**src/rtl/fifo_unpacker_pkg.sv**
```systemverilog
// Shared header field positions, FSM state type and beat-count helper for fifo_unpacker.
package fifo_unpacker_pkg;

  localparam int unsigned HDR_CH_MSB = 139;
  localparam int unsigned HDR_CH_LSB = 136;
  localparam int unsigned HDR_NB_MSB = 135;
  localparam int unsigned HDR_NB_LSB = 132;
  localparam int unsigned PAYLOAD_W  = 128;

  typedef enum logic [1:0] {
    IDLE  = 2'd0,
    FETCH = 2'd1,
    SEND  = 2'd2
  } unpack_state_t;

  // ceil((nb_m1+1)/bpb) rewritten as (nb_m1+bpb)/bpb; the sum peaks at 31 so 5 bits suffice
  function automatic logic [4:0] beats_for(input logic [3:0] nb_m1, input logic [4:0] bpb);
    logic [4:0] sum;
    sum = {1'b0, nb_m1} + bpb;
    return sum / bpb;
  endfunction

endpackage

```
**src/rtl/fifo_unpacker_keep_gen.sv**
```systemverilog
// Maps the count of bytes still owed by the current word to a beat keep mask.
module fifo_unpacker_keep_gen #(
  parameter int unsigned OUT_W = 32
) (
  input  logic [4:0]         i_rem,
  output logic [OUT_W/8-1:0] o_keep
);

  localparam int unsigned KW = OUT_W / 8;

  // Byte k is valid while more than k bytes remain; saturates to all ones on non-final beats
  always_comb begin
    o_keep = '0;
    for (int unsigned k = 0; k < KW; k++) begin
      o_keep[k] = (i_rem > 5'(k));
    end
  end

endmodule

```
**src/rtl/fifo_unpacker.sv**
```systemverilog
// Pops 140-bit FIFO words and serialises their payload into OUT_W-bit valid/ready beats.
// Define UNPACK_STATS_EN to add the word_cnt / beat_cnt handshake counters.
module fifo_unpacker
  import fifo_unpacker_pkg::*;
#(
  parameter int unsigned DW    = 140,
  parameter int unsigned OUT_W = 32
) (
  input  logic               clk_out,
  input  logic               rst_n,
  input  logic               fifo_empty,
  output logic               fifo_r_enable,
  input  logic [DW-1:0]      data_from_fifo,
  output logic               m_valid,
  input  logic               m_ready,
  output logic [OUT_W-1:0]   m_data,
  output logic [OUT_W/8-1:0] m_keep,
  output logic               m_last,
  output logic [3:0]         m_ch
`ifdef UNPACK_STATS_EN
  ,
  output logic [15:0]        word_cnt,
  output logic [15:0]        beat_cnt
`endif
);

  localparam int unsigned BPB  = OUT_W / 8;
  localparam logic [4:0]  BPB5 = 5'(BPB);

  unpack_state_t         r_state;
  unpack_state_t         w_state_nxt;
  logic [DW-1:0]         r_hold;
  logic [4:0]            r_beat_idx;
  logic [4:0]            w_beat_nxt;
  logic                  w_pop;

  logic [3:0]            w_nb_m1;
  logic [4:0]            w_beats;
  logic [4:0]            w_byte_off;
  logic [4:0]            w_rem;
  logic                  w_last;
  logic                  w_send;
  logic                  w_hs;
  logic [PAYLOAD_W-1:0]  w_data_sh;
  logic [OUT_W/8-1:0]    w_keep;
  logic                  w_unused_rsvd;

  assign w_nb_m1       = r_hold[HDR_NB_MSB:HDR_NB_LSB];
  assign w_beats       = beats_for(w_nb_m1, BPB5);
  assign w_byte_off    = r_beat_idx * BPB5;
  assign w_rem         = ({1'b0, w_nb_m1} + 5'd1) - w_byte_off;
  assign w_last        = (r_beat_idx == (w_beats - 5'd1));
  assign w_send        = rst_n && (r_state == SEND);
  assign w_hs          = w_send && m_ready;
  assign w_data_sh     = r_hold[PAYLOAD_W-1:0] >> {w_byte_off, 3'b000};
  assign w_unused_rsvd = ^r_hold[131:128];

  fifo_unpacker_keep_gen #(.OUT_W(OUT_W)) u_keep_gen (
    .i_rem  (w_rem),
    .o_keep (w_keep)
  );

  // Everything the stream shows is zero outside SEND and while reset is held
  assign m_valid       = w_send;
  assign m_data        = w_send ? w_data_sh[OUT_W-1:0] : '0;
  assign m_keep        = w_send ? w_keep : '0;
  assign m_last        = w_send && w_last;
  assign m_ch          = w_send ? r_hold[HDR_CH_MSB:HDR_CH_LSB] : 4'd0;
  assign fifo_r_enable = rst_n && w_pop;

  always_ff @(posedge clk_out) begin
    if (!rst_n) begin
      r_state    <= IDLE;
      r_hold     <= '0;
      r_beat_idx <= '0;
    end else begin
      r_state    <= w_state_nxt;
      r_beat_idx <= w_beat_nxt;
      if (r_state == FETCH) begin
        r_hold <= data_from_fifo;
      end
    end
  end

  // Next pop is only requested from IDLE or on the final beat's handshake
  always_comb begin
    w_state_nxt = r_state;
    w_beat_nxt  = r_beat_idx;
    w_pop       = 1'b0;
    case (r_state)
      IDLE: begin
        w_pop = !fifo_empty;
        if (w_pop) begin
          w_state_nxt = FETCH;
        end
      end
      FETCH: begin
        w_beat_nxt  = 5'd0;
        w_state_nxt = SEND;
      end
      SEND: begin
        if (w_hs) begin
          if (w_last) begin
            w_pop       = !fifo_empty;
            w_state_nxt = w_pop ? FETCH : IDLE;
          end else begin
            w_beat_nxt = r_beat_idx + 5'd1;
          end
        end
      end
      default: w_state_nxt = IDLE;
    endcase
  end

`ifdef UNPACK_STATS_EN
  logic [15:0] r_word_cnt;
  logic [15:0] r_beat_cnt;

  always_ff @(posedge clk_out) begin
    if (!rst_n) begin
      r_word_cnt <= '0;
      r_beat_cnt <= '0;
    end else if (w_hs) begin
      r_beat_cnt <= r_beat_cnt + 16'd1;
      if (w_last) begin
        r_word_cnt <= r_word_cnt + 16'd1;
      end
    end
  end

  assign word_cnt = r_word_cnt;
  assign beat_cnt = r_beat_cnt;
`endif

endmodule
```
**config.mk**
```make
export PLATFORM = sky130hd
export DESIGN_NAME = fifo_unpacker
export DESIGN_NICKNAME = d
export VERILOG_FILES = /design/src/rtl/fifo_unpacker_pkg.sv /design/src/rtl/fifo_unpacker_keep_gen.sv /design/src/rtl/fifo_unpacker.sv
export SDC_FILE = /design/constraint.sdc
export NUM_CORES = 1
export LEC_CHECK = 0
export CAP_MARGIN = 15
export CORE_ASPECT_RATIO = 0.8
export CORE_MARGIN = 2
export CORE_UTILIZATION = 40
export CTS_BUF_LIST = sky130_fd_sc_hd__clkbuf_4 sky130_fd_sc_hd__clkbuf_8
export DETAILED_ROUTE_END_ITERATION = 10
export PLACE_DENSITY = 0.7
export SYNTH_ARGS = -nofsm -noshare
export SYNTH_HDL_FRONTEND = slang
export SYNTH_SLANG_ARGS = --single-unit
```
**constraint.sdc**
```tcl
create_clock -name clk_out -period 7.71 [get_ports clk_out]
set_input_delay 2.313 -clock clk_out [delete_from_list [all_inputs] [get_ports clk_out]]
set_output_delay 2.313 -clock clk_out [all_outputs]
set_load 0.1 [all_outputs]
```
==> flow_summary.ini, run 1 <==
[run]
drv_cap = 0

[routing]
wire_per_inst_um = 15.2
drtIter0Drc = 257
drc_errors = 0
drt_wl_total_mm = 17.1
wl_met2_mm = 7.88
dr_wl_met3_mm = 1.02
m1WireLength_mm = 8.07
dr.max_layer_used = met4
dr_total_vias = 5486
ant_nets = 0
dr.pass1.iters = 4
vias_per_cell = 4.89

[sta]
period_minus_slack_ns = 6.20
hold_violations = 0
rsz0062_at_grt = no
drv_slew = 0
fmax_mhz = 161
period_share = 0.804
hold_slack_ns = 0.462
setup_viol = 0
clock_skew_ns = 0.0140
maxSlewHeadroom = 0.282
finalSetupTns_ns = 0
max_slew.worst_pin.slew_ns = 1.08

[die]
ioPinCount = 187
num_rows = 42
die_area_mm2 = 0.0176
die_w_um = 148
die_height_um = 119
core-area_mm2 = 0.0164
start_util = 0.404

[final_layout]
area_growth_pct = 38.9
multiInputGateArea_mm2 = 0.00346
ff_latch_area_mm2 = 0.00287
layoutNonFillerInstCount = 1122
nFillCells = 1556
antenna_cells = 0
final_area_mm2 = 0.00919
fin_nets = 1044
layout-drive-gt1-share = 0.136

[logic_synthesis]
synth_top_family_by_area = simple AND/OR/NAND/NOR gates
synth.distinct_cells = 38
yosys.area_share.simple = 0.211
synthTopCellsByArea = dfxtp_1, nand2_1, a21boi_0
syn_avg_cell_area_um2 = 8.90
synth_nets = 898
synth_area_mm2 = 0.00662
synth_top_area_cell = dfxtp_1
ys.flop_type = dfxtp_1
synth_top_area_frac = 0.433
async_flop_share = 0
synthAdderAreaFrac = 0.0189
synth_xor_area_frac = 0.00624
yosysWarnings = 0
synth_seq_cells = 143
ys_seq_area_frac = 0.433
synth_cells = 744
synth-compound-area-share = 0.173
synth_edf_count = 0
synth_mux_area_frac = 0.110

[global_routing]
grt_max_degree = 79
grt_pass1_vias = 5384
antenna_found_initial = 0
track_usage = 0.198
grt.overflow.total = 0
grt_pass1_wl_mm = 27.5

[setup_path]
path_max_fanout = 24
worst_setup_path_start_kind = input pin
worst_ep_arrival_time_ns = 3.89
reg2reg_slack_ns = 4.92
setup.worst_path.class = in -> out
cp.required_ns = 5.40
cp-end-kind = output port

[clock_tree]
cts_made_buffers = 17
cts_root_buf = clkbuf_8
cts_buffer_depth = 2
clkTransAtPathRegs_ns = 0.08
cts_tree = built
postCtsHoldBufs = 0
h-tree-depth = 4
insertion_delay_ns = 0.44
cts_resized = 0
postCtsSetupRepairBufs = 0
cts_sinks = 143

[worst_hold_path]
min_path_type = reg -> reg

[placed_design]
dp.cells = 1091
place_congestion = 0.742
dpl_cell_area_mm2 = 0.00881
port_buffers = 182
hpwlAfterDp_mm = 11.1

[power_and_ir_drop]
p_per_area_mw_per_mm2 = 174
peakVddDrop_v = 0.0000880
p_leak_uw = 0.00339

[run_status]
status = complete, no violations
cell type report:
cell class	count	share of cell area
sequential	143	0.312
clock buffer	22	0.0329
clock inverter	9	0.00898
tap	220	0.0299
inverter	9	0.00367
multi-input combinational	530	0.376
timing repair buffer	189	0.237
cells by family (layout without fill, tap and decap cells):
family,count (synthesis),count (layout)
buf+inv,71,229
xor+xnor,3,3
mux,33,33
compound gates,153,153
flops,143,143
simple gates,331,331
fa+ha+maj,10,10
power by group:
part / switching (uW) / internal, uW / leakage [uW]
Sequential: 21.8 / 776 / 0.00117
Combinational: 102 / 118 / 0.00203
Clock: 285 / 296 / 0.000197
Total: 409 / 1190 / 0.00339
cells in the mapped netlist (2+ instances only):
| cell | count |
|---|---|
| a21oi_1 | 4 |
| nand2b_1 | 3 |
| inv_1 | 9 |
| dfxtp_1 | 143 |
| nor2_1 | 3 |
| clkbuf_1 | 32 |
| buf_2 | 27 |
| and2_1 | 4 |
| mux4_2 | 32 |
| and3_1 | 34 |
| nor2b_1 | 2 |
| nand4_1 | 2 |
| o2111ai_1 | 2 |
| nand2_1 | 275 |
| a21boi_0 | 137 |
| buf_4 | 2 |
| nand3_1 | 2 |
| ha_1 | 10 |
| a211oi_1 | 2 |
flip-flops by register name, indices dropped and copies added, names as in the netlist:
name,cells
r_beat_idx,5
r_hold,136
r_state,2
stage by stage:
stage	total power, uW	utilization	setup slack (ns)
finish	1600	0.561	1.51
global route	1670	0.561	1.40
CTS	1620	0.561	1.49
detailed placement	1040	0.537	1.50
global placement	1030	0.537	1.53
floorplan	931	-	0.554
layer usage:
layer	track usage	up-vias
li1	-	2794
met1	0.261	2570
met2	0.316	115
met3	0.0533	7
met4	0.0673	0
met5	0	-
path summary, 6_finish.rpt:
| path | start | to | cells after the start |
|---|---|---|---|
| setup / recovery | rst_n | m_ch[2] | 6 |
| hold / removal | r_hold[103] | r_hold[103] | 2 |
| setup reg to reg | r_beat_idx[0] | r_beat_idx[0] | 6 |
| hold reg to reg | r_hold[103] | r_hold[103] | 2 |
critical path, stage by stage:
cell	delay, ns
buf_4	0.11
nand3b_4	0.12
inv_1	0.48
buf_4	0.38
and2_1	0.18
buf_4	0.29
placed cells by master, fill, tap and decap left out, types with 2 or more instances in the layout:
cell type,synthesis,final
o2111ai_1,2,2
and2_1,4,4
clkinv_2,0,4
nand2b_1,3,2
a21oi_1,4,4
buf_4,2,18
a21boi_0,137,137
dfxtp_1,143,141
clkbuf_8,0,22
nand2_1,275,275
mux4_2,32,32
nand4_1,2,2
dfxtp_2,0,2
nor2_1,3,3
a211oi_1,2,2
inv_1,9,9
ha_1,10,10
nand3_1,2,2
clkinvlp_4,0,2
and3_1,34,34
buf_12,0,33
clkdlybuf4s50_1,0,138
No activity file was read; power rests on OpenSTA's default activity.
==> inputs of run 2 (changes only) <==
==> constraint.sdc (replaced) <==
create_clock -name clk_out -period 6.3 [get_ports clk_out]
set_input_delay 1.89 -clock clk_out [delete_from_list [all_inputs] [get_ports clk_out]]
set_output_delay 1.89 -clock clk_out [all_outputs]
set_load 0.1 [all_outputs]
==> run 2 against run 1 <==
Combinational power up 26%. First-iteration DRC count down 10%. Design area rose by 2.0%. Flip-flop and latch count did not move. Critical path type unchanged.
==> flow_summary.ini, run 2 (same netlist as run 1, synthesis figures left out) <==
[die]
start_util = 0.404
die_area_mm2 = 0.0176
num_rows = 42
die_w_um = 148
ioPinCount = 187
die_height_um = 119
core-area_mm2 = 0.0164

[setup_path]
setup.worst_path.class = in -> out
worst_ep_arrival_time_ns = 3.31
cp-end-kind = output port
cp.required_ns = 4.41
path_max_fanout = 24
worst_setup_path_start_kind = input pin

[final_layout]
layout_commonest_cell = nand2_1
layout-drive-gt1-share = 0.140
reg.largest.list = r_hold (136), r_beat_idx (5), r_state (2)
fin_nets = 1046
largest_reg_flops = 136
nFillCells = 1468
top_register = r_hold
area_growth_pct = 41.7
antenna_cells = 0
most-common-layout-cells = nand2_1, dfxtp_1, clkdlybuf4s50_1

[clock_tree]
cts_buffer_depth = 2
postCtsSetupRepairBufs = 0
h-tree-depth = 4
clkTransAtPathRegs_ns = 0.08
postCtsHoldBufs = 0
cts_sinks = 143
cts_resized = 0
cts_root_buf = clkbuf_8
cts_tree = built
insertion_delay_ns = 0.45
cts_made_buffers = 17

[routing]
wl_met2_mm = 7.66
drtIter0Drc = 231
ant_nets = 0
dr_total_vias = 5462
wire_per_inst_um = 15.1
dr.max_layer_used = met4
m1WireLength_mm = 8.29
dr.pass1.iters = 4
dr_wl_met3_um = 939
drc_errors = 0
drt_wl_total_mm = 17.0
vias_per_cell = 4.86

[sta]
max_slew.worst_pin.slew_ns = 1.02
finalSetupTns_ns = 0
hold_violations = 0
fmax_mhz = 192
setup_viol = 0
period_minus_slack_ns = 5.20
rsz0062_at_grt = no
period_share = 0.825
clock_skew_ns = 0.0120
maxSlewHeadroom = 0.317
drv_slew = 0

[global_routing]
grt_max_degree = 113
grt_pass1_vias = 5274
track_usage = 0.196
grt_pass1_wl_mm = 27.3
grt.overflow.total = 0
antenna_found_initial = 0

[worst_hold_path]
min_path_type = reg -> reg

[run]
drv_cap = 0

[placed_design]
place_congestion = 0.751
port_buffers = 182
hpwlAfterDp_mm = 10.8

[power_and_ir_drop]
p_per_area_mw_per_mm2 = 225
p_leak_uw = 0.00346
fin_total_pwr_uw = 2110
peakVddDrop_v = 0.000115

[run_status]
status = complete, no violations
==> run 2: per-stage QoR <==
| step | std cells | util | setup WS (ns) | cell area, um2 | hold WS, ns |
|---|---|---|---|---|---|
| global placement | 1092 | 0.542 | 1.12 | 8880 | 0.450 |
| finish | 1125 | 0.572 | 1.10 | 9380 | 0.464 |
| detailed placement | 1092 | 0.542 | 1.10 | 8880 | 0.456 |
| floorplan | 744 | - | 0.226 | 6620 | 0.434 |
| CTS | 1124 | 0.570 | 1.09 | 9350 | 0.468 |
| global route | 1125 | 0.572 | 0.988 | 9380 | 0.481 |
==> run 2: critical path: stages <==
cell and delay, ns:
buf_4 0.10, nand3b_4 0.12, inv_1 0.52, buf_12 0.25, and3_1 0.23, buf_12 0.19
==> run 2: cell type report <==
type / instances / area (um2) / share of cell area
flip-flops and latches: 143 / 2870 / 0.306
clock inverters: 13 / 206 / 0.0220
repair buffers: 191 / 2270 / 0.243
multi-input cells: 530 / 3460 / 0.369
inverters: 9 / 33.8 / 0.00360
well taps: 220 / 275 / 0.0294
clock buffers: 19 / 262 / 0.0279
==> run 2: worst paths after layout <==
check	start	to	slack [ns]	cells after the start
worst min-delay path	r_hold[53]	r_hold[53]	0.46	2
worst max-delay path	rst_n	m_data[19]	1.10	6
worst min register to register	r_hold[53]	r_hold[53]	0.46	2
worst max register to register	r_beat_idx[0]	r_beat_idx[0]	3.81	7
==> run 2: where the power goes <==
group / internal (uW) / leakage [uW] / switching [uW]
clock: 494 / 0.000233 / 362
combinational: 149 / 0.00206 / 128
sequential: 949 / 0.00117 / 25.1
total: 1590 / 0.00346 / 515
==> run 2: routing by layer <==
layer	global-route usage	vias to the layer above
met3	0.0636	9
met4	0.0375	0
met2	0.307	120
li1	-	2798
met5	0	-
met1	0.268	2535
==> inputs of run 3 (changes only) <==
--- a/config.mk
+++ b/config.mk
@@ -11,7 +11,7 @@
 export CORE_UTILIZATION = 40
 export CTS_BUF_LIST = sky130_fd_sc_hd__clkbuf_4 sky130_fd_sc_hd__clkbuf_8
 export DETAILED_ROUTE_END_ITERATION = 10
-export PLACE_DENSITY = 0.7
+export PLACE_DENSITY = 0.72
 export SYNTH_ARGS = -nofsm -noshare
 export SYNTH_HDL_FRONTEND = slang
 export SYNTH_SLANG_ARGS = --single-unit
==> constraint.sdc (replaced) <==
create_clock -name clk_out -period 4.3 [get_ports clk_out]
set_input_delay 1.29 -clock clk_out [delete_from_list [all_inputs] [get_ports clk_out]]
set_output_delay 1.29 -clock clk_out [all_outputs]
set_load 0.1 [all_outputs]
==> run 3 against run 2 <==
Power rose by 38%. Sequential share of layout area hardly changed. Largest cell class unchanged. Flip-flop and latch count stayed put.
==> flow_summary.ini, run 3 (same netlist as run 1, synthesis figures left out) <==
[routing]
dr.pass1.iters = 5
dr_total_vias = 5555
vias_per_cell = 4.95
drtIter0Drc = 324
wire_per_inst_um = 15.1
ant_nets = 0
drc_errors = 0
drt_wl_total_mm = 16.9

[final_layout]
layout_commonest_cell = nand2_1
most-common-layout-cells = nand2_1, dfxtp_1, clkdlybuf4s50_1
antenna_cells = 0
top_register = r_hold
area_growth_pct = 41.7
reg.largest.list = r_hold (136), r_beat_idx (5), r_state (2)
largest_reg_flops = 136
layout-drive-gt1-share = 0.151
fin_nets = 1046
final_area_mm2 = 0.00938

[setup_path]
cp.required_ns = 3.01
worst_setup_path_start_kind = input pin
setup.worst_path.class = in -> out
r2r-end = r_hold[42]
reg2reg_depth = 4
worst_ep_arrival_time_ns = 2.58
cp-end-kind = output port
reg2reg_slack_ns = 1.96
path_max_fanout = 6
timing.rr.start = r_state[1]

[power_and_ir_drop]
p_leak_uw = 0.00343
peakVddDrop_v = 0.000170
p_per_area_mw_per_mm2 = 310

[sta]
hold_slack_ns = 0.462
fmax_mhz = 258
period_minus_slack_ns = 3.87
clock_skew_ns = 0.00955
hold_violations = 0
max_slew.worst_pin.slew_ns = 1.01
maxSlewHeadroom = 0.325
setup_ws_ns = 0.428
drv_slew = 0
setup_viol = 0
finalSetupTns_ns = 0
rsz0062_at_grt = no
period_share = 0.900

[clock_tree]
insertion_delay_ns = 0.44
postCtsHoldBufs = 0
cts_tree = built
cts_root_buf = clkbuf_8
postCtsSetupRepairBufs = 0
cts_resized = 0
cts_made_buffers = 17
clkTransAtPathRegs_ns = 0.07
h-tree-depth = 4
cts_buffer_depth = 2
cts_sinks = 143

[die]
die_area_mm2 = 0.0176
die_height_um = 119
ioPinCount = 187
start_util = 0.404
num_rows = 42
die_w_um = 148
core-area_mm2 = 0.0164

[global_routing]
grt_pass1_wl_mm = 27.5
grt_max_degree = 84
grt_pass1_vias = 5419
grt.overflow.total = 0
track_usage = 0.197
antenna_found_initial = 1

[run_status]
status = complete, no violations

[run]
drv_cap = 0

[placed_design]
dpl_cell_area_mm2 = 0.00898
pre_cts_slack_ns = 0.432
port_buffers = 182
hpwlAfterDp_mm = 11.0
place_congestion = 0.744

[worst_hold_path]
min_path_cells = 2
holdPathEnd = r_hold[138]
min_path_type = reg -> reg
holdCritStartpoint = r_hold[138]
run 3: final cells by class:
type	instances	area, um2
clock buffers	21	283
clock inverters	9	109
fillers	1468	7020
inverters	9	33.8
multi-input cells	530	3480
flip-flops and latches	143	2870
well taps	220	275
repair buffers	191	2330
run 3: power breakdown:
group	internal [uW]	leakage (uW)	total [uW]	switching (uW)
Sequential	1390	0.00117	1430	36.1
Clock	564	0.000202	1080	512
Combinational	219	0.00207	409	190
Total	2170	0.00343	2910	738
run 3: worst max path at each step:
stage / from / endpoint / slack (ns) / cells after the start
floorplan: r_beat_idx[0] / fifo_r_enable / -0.06 / 8
global placement: m_ready / fifo_r_enable / 0.44 / 4
detailed placement: m_ready / fifo_r_enable / 0.43 / 4
CTS: m_ready / fifo_r_enable / 0.42 / 4
global route: m_ready / fifo_r_enable / 0.37 / 4
finish: m_ready / fifo_r_enable / 0.43 / 4
run 3: critical path, stage by stage:
cell             delay, ns
clkdlybuf4s50_1       0.60
nand2_1               0.15
a211oi_2              0.32
buf_12                0.21
run 3: through the flow:
step | power, uW | cells | utilization
after floorplan | 1670 | 744 | -
after global placement | 1860 | 1093 | 0.548
after detailed placement | 1870 | 1093 | 0.548
after CTS | 2950 | 1123 | 0.572
after global routing | 3050 | 1123 | 0.572
final | 2910 | 1123 | 0.572
run 3: per-layer routing:
| layer | global-route usage | wire, um |
|---|---|---|
| met1 | 0.266 | 7930 |
| met2 | 0.304 | 7610 |
| met3 | 0.0659 | 1170 |
| met4 | 0.0524 | 204 |
| met5 | 0 | 15 |
==> variant 1, RTL diff (flow settings as in run 3) <==
Build with the macro `UNPACK_STATS_EN` defined.
--- a/src/rtl/fifo_unpacker.sv
+++ b/src/rtl/fifo_unpacker.sv
@@ -2,2 +2,4 @@
 // Define UNPACK_STATS_EN to add the word_cnt / beat_cnt handshake counters.
+`define UNPACK_STATS_EN
+
 module fifo_unpacker
Check against the original RTL (old outputs only; new: beat_cnt and word_cnt): no difference found for any inputs over 4 cycles, from zero or initial values and one cycle with rst_n low; that may be too few to reach the edited logic, so the function may still have changed.
==> variant 1 against run 3 <==
Synthesized area is 16% higher. Sequential share of layout area is 1.4 points higher. Design area is 17% higher. First-iteration DRC count is 14% higher. Via count is 24% higher. Sequential cell count is 32 higher. Count of clock-buffer cells in the layout is 3 lower. Die area is 16% higher. Total power is 16% higher. Routed wire length is 26% higher. Setup slack worse by 240 ps. Largest cell class unchanged.
==> variant 1: results (changes against run 3) <==
Final net count: 1249 (+19%). The total track usage came out at 0.208 (+0.0110). The slowest stage of the critical path is the sky130_fd_sc_hd__clkdlybuf4s50_1 cell.

The via count is 6913 (+24%). The number of cells after detailed placement was 1332 (+22%); the average cell area after synthesis was 8.45 um^2 (-5.0%). r_hold holds more flip-flops than any other register. The ratio of cells with drive above 1 in the final layout is 0.143 (-0.00749). The worst reg-to-reg setup slack came out at 2010 ps (+50 ps).

In the synthesized netlist, the cells that appear most often are sky130_fd_sc_hd__nand2_1, sky130_fd_sc_hd__dfxtp_1, sky130_fd_sc_hd__a21oi_1, sky130_fd_sc_hd__clkbuf_1, sky130_fd_sc_hd__nor2b_1. The worst slack at placement is 188 ps (-244 ps). Following the worst setup path forward leads to its endpoint at m_data[9]. Initial antenna violation count: 0 (-1). The via count of the first global-routing pass was 6593 (+22%). The clock-pin slew reported for the worst setup and hold paths after clock tree synthesis was 90 ps (+20 ps).

The count of routing violations after the opening detailed-route iteration is 370 (+14%). The run gives 0.313 (-0.0116) as the worst-case headroom to the max-slew limit. The wire length per cell after detailed routing was 15.6 um (+3.5%); the post-cts sizing count was 0 (unchanged). The longest individual stage delay on the worst path is 540 ps (-60 ps), and the number of detailed-routing iterations run before antenna repair is 4 (-1). The biggest fanout along the worst timing path came out at 32 (+26). The buffer count from post-CTS setup fixing is 0 (unchanged). The later-pin clock latency in the skew report is 460 ps (+20 ps), and the xor and xnor fraction of the mapped netlist area is 0.0202 (+0.0139). The number of cell instances on the worst register-to-register path was 5 (+1); the adder and majority gate portion of the synthesized area was 0.0195 (+0.000599).

For the worst clock skew, the log shows 14.5 ps (+4.91 ps). In this run the critical register-to-register path is captured at word_cnt[4]. The fraction of the mapped netlist area in compound gates is 0.129 (-0.0448), and the arrival time of the worst setup path is 2820 ps (+240 ps). The tools report the hold path startpoint as r_hold[41]. The final estimated routing congestion in global placement is 0.791 (+6.2%), and the maximum achievable frequency is 244 MHz (-5.7%). Kind of cell adding the most delay to the critical path: buffers and inverters. The logs give 0.00374 uW (+8.9%) for the static power due to leakage and 21.3 mm (+26%) for the overall routed net length. Final HPWL from detailed placement: 14.3 mm (+30%). The run gives 0.455 (+0.0225) as the sequential share of the synthesized area. The critical path starts at rst_n.

The run gives 0.000145 V (-15%) as the maximum resistive drop on vdd. Post-synthesis mux area share: 0.0975 (-0.0129). The H-tree depth is 4 (unchanged).

The post-synthesis net count was 1067 (+19%); the share of synthesized registers carrying an async set or reset was 0 (unchanged). The beginning of the worst register-to-register path is r_hold[134]. The antenna diode count is 0 (unchanged), and the largest net degree at the start of global routing is 131 (+56%). The run finished with clean final reports. The distinct cell type count of the synthesized netlist was 38 (unchanged).

Root buffer cell: sky130_fd_sc_hd__clkbuf_8. The count of buffers inserted at the top-level ports is 214 (+18%). Global-route wire length before repair: 34.2 mm (+24%). By area the synthesized netlist is led by sky130_fd_sc_hd__dfxtp_1, sky130_fd_sc_hd__nand2_1, sky130_fd_sc_hd__a21oi_1.

Number of flip-flops in the largest register: 136 (unchanged). The path class of the lowest-slack min-delay path was register to register. The number of buffers between clock root and the deepest sink is 2 (unchanged).
variant 1: changes by cell type after synthesis, sizes merged, moves of 9 or more:
cell | run 3 | this run
a21oi | 4 | 157
a21boi | 137 | 0
dfxtp | 143 | 175
and3 | 34 | 3
nor2b | 2 | 33
clkbuf | 32 | 50
buf | 30 | 16
nand4 | 2 | 16
nor2 | 3 | 16
o21ai | 2 | 15
nand3 | 2 | 14
nand2 | 275 | 285
or3 | 1 | 10
variant 1: power breakdown:
group / internal, uW / switching (uW)
logic: 226 / 230
registers: 1690 / 37.2
clock network: 591 / 617
total: 2500 / 884
variant 1: metrics by stage:
step / area, um^2 / setup TNS, ps
final: 11000 / 0
after global routing: 11000 / 0
after CTS: 11000 / 0
after detailed placement: 10600 / 0
after global placement: 10600 / 0
after floorplan: 7780 / -2940
variant 1: cell families after synthesis:
family          count (synthesis)
xor+xnor                       16
flops                         175
mux                            35
simple gates                  406
compound gates                188
fa+ha+maj                      12
buf+inv                        79
variant 1: area by class of cell:
class	instances	area, um^2
clock buffers	18	248
clock inverters	12	163
fillers	1705	7930
inverters	13	51.3
multi-input cells	657	3970
flip-flops and latches	175	3510
well taps	258	323
repair buffers	229	2720
variant 1: worst reg2reg max path, cell delays in order (launching register included):
cell	delay, ps
sky130_fd_sc_hd__dfxtp_1	370
sky130_fd_sc_hd__ha_1	370
sky130_fd_sc_hd__nor4b_4	460
sky130_fd_sc_hd__nand4_1	380
sky130_fd_sc_hd__or4_1	500
sky130_fd_sc_hd__a21oi_1	140
variant 1: worst min path at each step:
stage	slack, ps	to	depth (start not counted)
2_1_floorplan	430	r_hold[136]	2
3_5_place_dp	440	r_hold[106]	2
3_3_place_gp	440	r_hold[43]	2
5_1_grt	470	r_hold[36]	2
6_report	460	r_hold[41]	2
4_1_cts	460	r_hold[41]	2
variant 1: per-layer routing:
metal  GRT usage  vias up  part of all wire
li1            -     3449                 -
met1       0.277     3286              0.47
met2       0.338      167              0.47
met3      0.0579       11             0.057
met4      0.0497        0            0.0083
met5           0        -                 0
==> variant 2, RTL diff (config.mk and constraints of run 3) <==
Without the edit above. Re-encode `unpack_state_t` (3 states) as one-hot, 3 bits wide.
--- a/src/rtl/fifo_unpacker_pkg.sv
+++ b/src/rtl/fifo_unpacker_pkg.sv
@@ -9,6 +9,6 @@
 
-  typedef enum logic [1:0] {
-    IDLE  = 2'd0,
-    FETCH = 2'd1,
-    SEND  = 2'd2
+  typedef enum logic [2:0] {
+    IDLE  = 3'b001,
+    FETCH = 3'b010,
+    SEND  = 3'b100
   } unpack_state_t;
Formal check against the unedited RTL: no difference found for any inputs over 4 cycles, from zero or initial values and one cycle with rst_n low; so few cycles prove little.
==> variant 2 against run 3 <==
Cell count grew 2.1%. Sequential power decreased by 3%. Synthesized area rose by 2.3%. Non-clock buffer count is 2 higher. Global-route usage down 0.53 points. Maximum frequency down 0.49%. Via count rose by 0.31%. Register-to-register slack lost 50 ps. Sequential cell count rose by 1. Setup slack got worse by 19 ps. Design area up 3.8%. Total power shrank 6.7%. Routed wire length fell by 0.34%. Clock power down 6%. Largest power group unchanged.
==> variant 2: results (changes against run 3) <==
The distinct cell type count of the synthesized netlist was 40 (+5.3%). The run gives 0.192 (-0.00530) as the total track usage. The final estimated routing congestion in global placement is 0.745 (+0.13%), and the sequential cell area is 2890 um^2 (+0.70%). The tools report the maximum resistive drop on vdd as 0.000160 V (-5.9%). The number of synthesized register bits is 144 (+0.70%), and the worst reg-to-reg setup slack is 1910 ps (-50 ps).

The ratio of routed vias to standard cells works out to 4.86 (-1.8%). The sequential share of the synthesized area is 0.426 (-0.00671), and the portion of the layout cell area used by clock cells is 0.0377 (-0.00412). The arrival time of the worst setup path came out at 2600 ps (+20 ps). The tools report the beginning of the worst register-to-register path as r_state[2]. For the static power due to leakage, the log shows 0.00320 uW (-6.8%).

The tools report the worst-case headroom to the max-slew limit as 0.347 (+0.0222). The multi-input gate count is 548 (+3.4%), and the met1 capacity usage during global routing is 0.263 (-0.00277). Worst-path cell with the longest stage delay: sky130_fd_sc_hd__clkdlybuf4s50_1.

Sorting the synthesized cells by how often they occur yields sky130_fd_sc_hd__nand2_1, sky130_fd_sc_hd__dfxtp_1, sky130_fd_sc_hd__a21boi_0, sky130_fd_sc_hd__buf_2, sky130_fd_sc_hd__nor2b_1. The number of buffers outside the clock class in the layout was 193 (+1.0%); the worst hold slack was 453 ps (-8.73 ps). The met3 usage was 0.0698 (+0.00391); the net switching share of the total power was 0.251 (-0.00195). The number of non-clock inverters in the layout is 11 (+2), and the antenna diode count is 0 (unchanged). The largest net degree at the start of global routing was 80 (-4.8%). The die outline area is 18000 um^2 (+2.2%), and the initial antenna violation count is 0 (-1).

The reg-to-reg endpoint was r_hold[66]. The global-route wire length before repair was 27.4 mm (-0.37%); the number of fillers in the final layout was 1436 (-2.2%). The worst slack at placement was 399 ps (-32.9 ps); the final worst slack was 410 ps (-18.9 ps). The run gives 316 uW (-23%) as the power in combinational cells. The buffering overhead came out at 0.241 (-0.00765).

The path with the worst hold slack has its endpoint at r_hold[20]. For the worst clock skew, the log shows 12.7 ps (+3.19 ps). The logs give 0.289 (-0.0151) for the met2 track demand over resource and 9370 um^2 (+4.3%) for the area after detailed placement. The ratio of cells with drive above 1 in the final layout was 0.173 (+0.0220). The via count was 5572 (+0.31%). The average cell area after synthesis works out to 8.87 um^2 (-0.26%). In this run the most critical hold path is launched from r_hold[20].

The flow ran to the end, and the final reports show no timing, DRC or antenna violations. The tools report the count of routing violations after the opening detailed-route iteration as 236 (-27%). The number of detailed-routing iterations run before antenna repair was 4 (-1); the total power per unit cell area was 279 nW/um^2 (-10%). Via count of the first global-routing pass: 5467 (+0.89%). Sorting the synthesized cells by area gives the leading types as sky130_fd_sc_hd__dfxtp_1, sky130_fd_sc_hd__nand2_1, sky130_fd_sc_hd__a21boi_0.
variant 2: cell types whose count changed in the layout (fill, tap and decap cells not counted), sizes merged, moves of 3 or more:
| cell | before | now |
|---|---|---|
| a21oi | 4 | 8 |
| and2 | 4 | 0 |
| and3 | 34 | 5 |
| clkinvlp | 1 | 6 |
| nand2 | 275 | 280 |
| nand3 | 2 | 5 |
| nor2b | 2 | 33 |
variant 2: kinds of logic (layout without fill, tap and decap cells):
family / after synthesis / in the layout / share of synthesized area
multiplexers: 33 / 33 / 0.108
AND/OR/NAND/NOR: 344 / 344 / 0.218
AO/OA/AOI/OAI: 155 / 155 / 0.171
flip-flops: 144 / 144 / 0.426
adder cells (fa/ha/maj): 12 / 12 / 0.0222
buffers and inverters: 71 / 235 / 0.0460
XOR/XNOR: 4 / 4 / 0.00943
variant 2: routing by layer:
metal  up-vias  routed length [um]
li1       2842                   -
met4         0                 117
met1      2582                8060
met5         -                   0
met2       138                7400
met3        10                1300
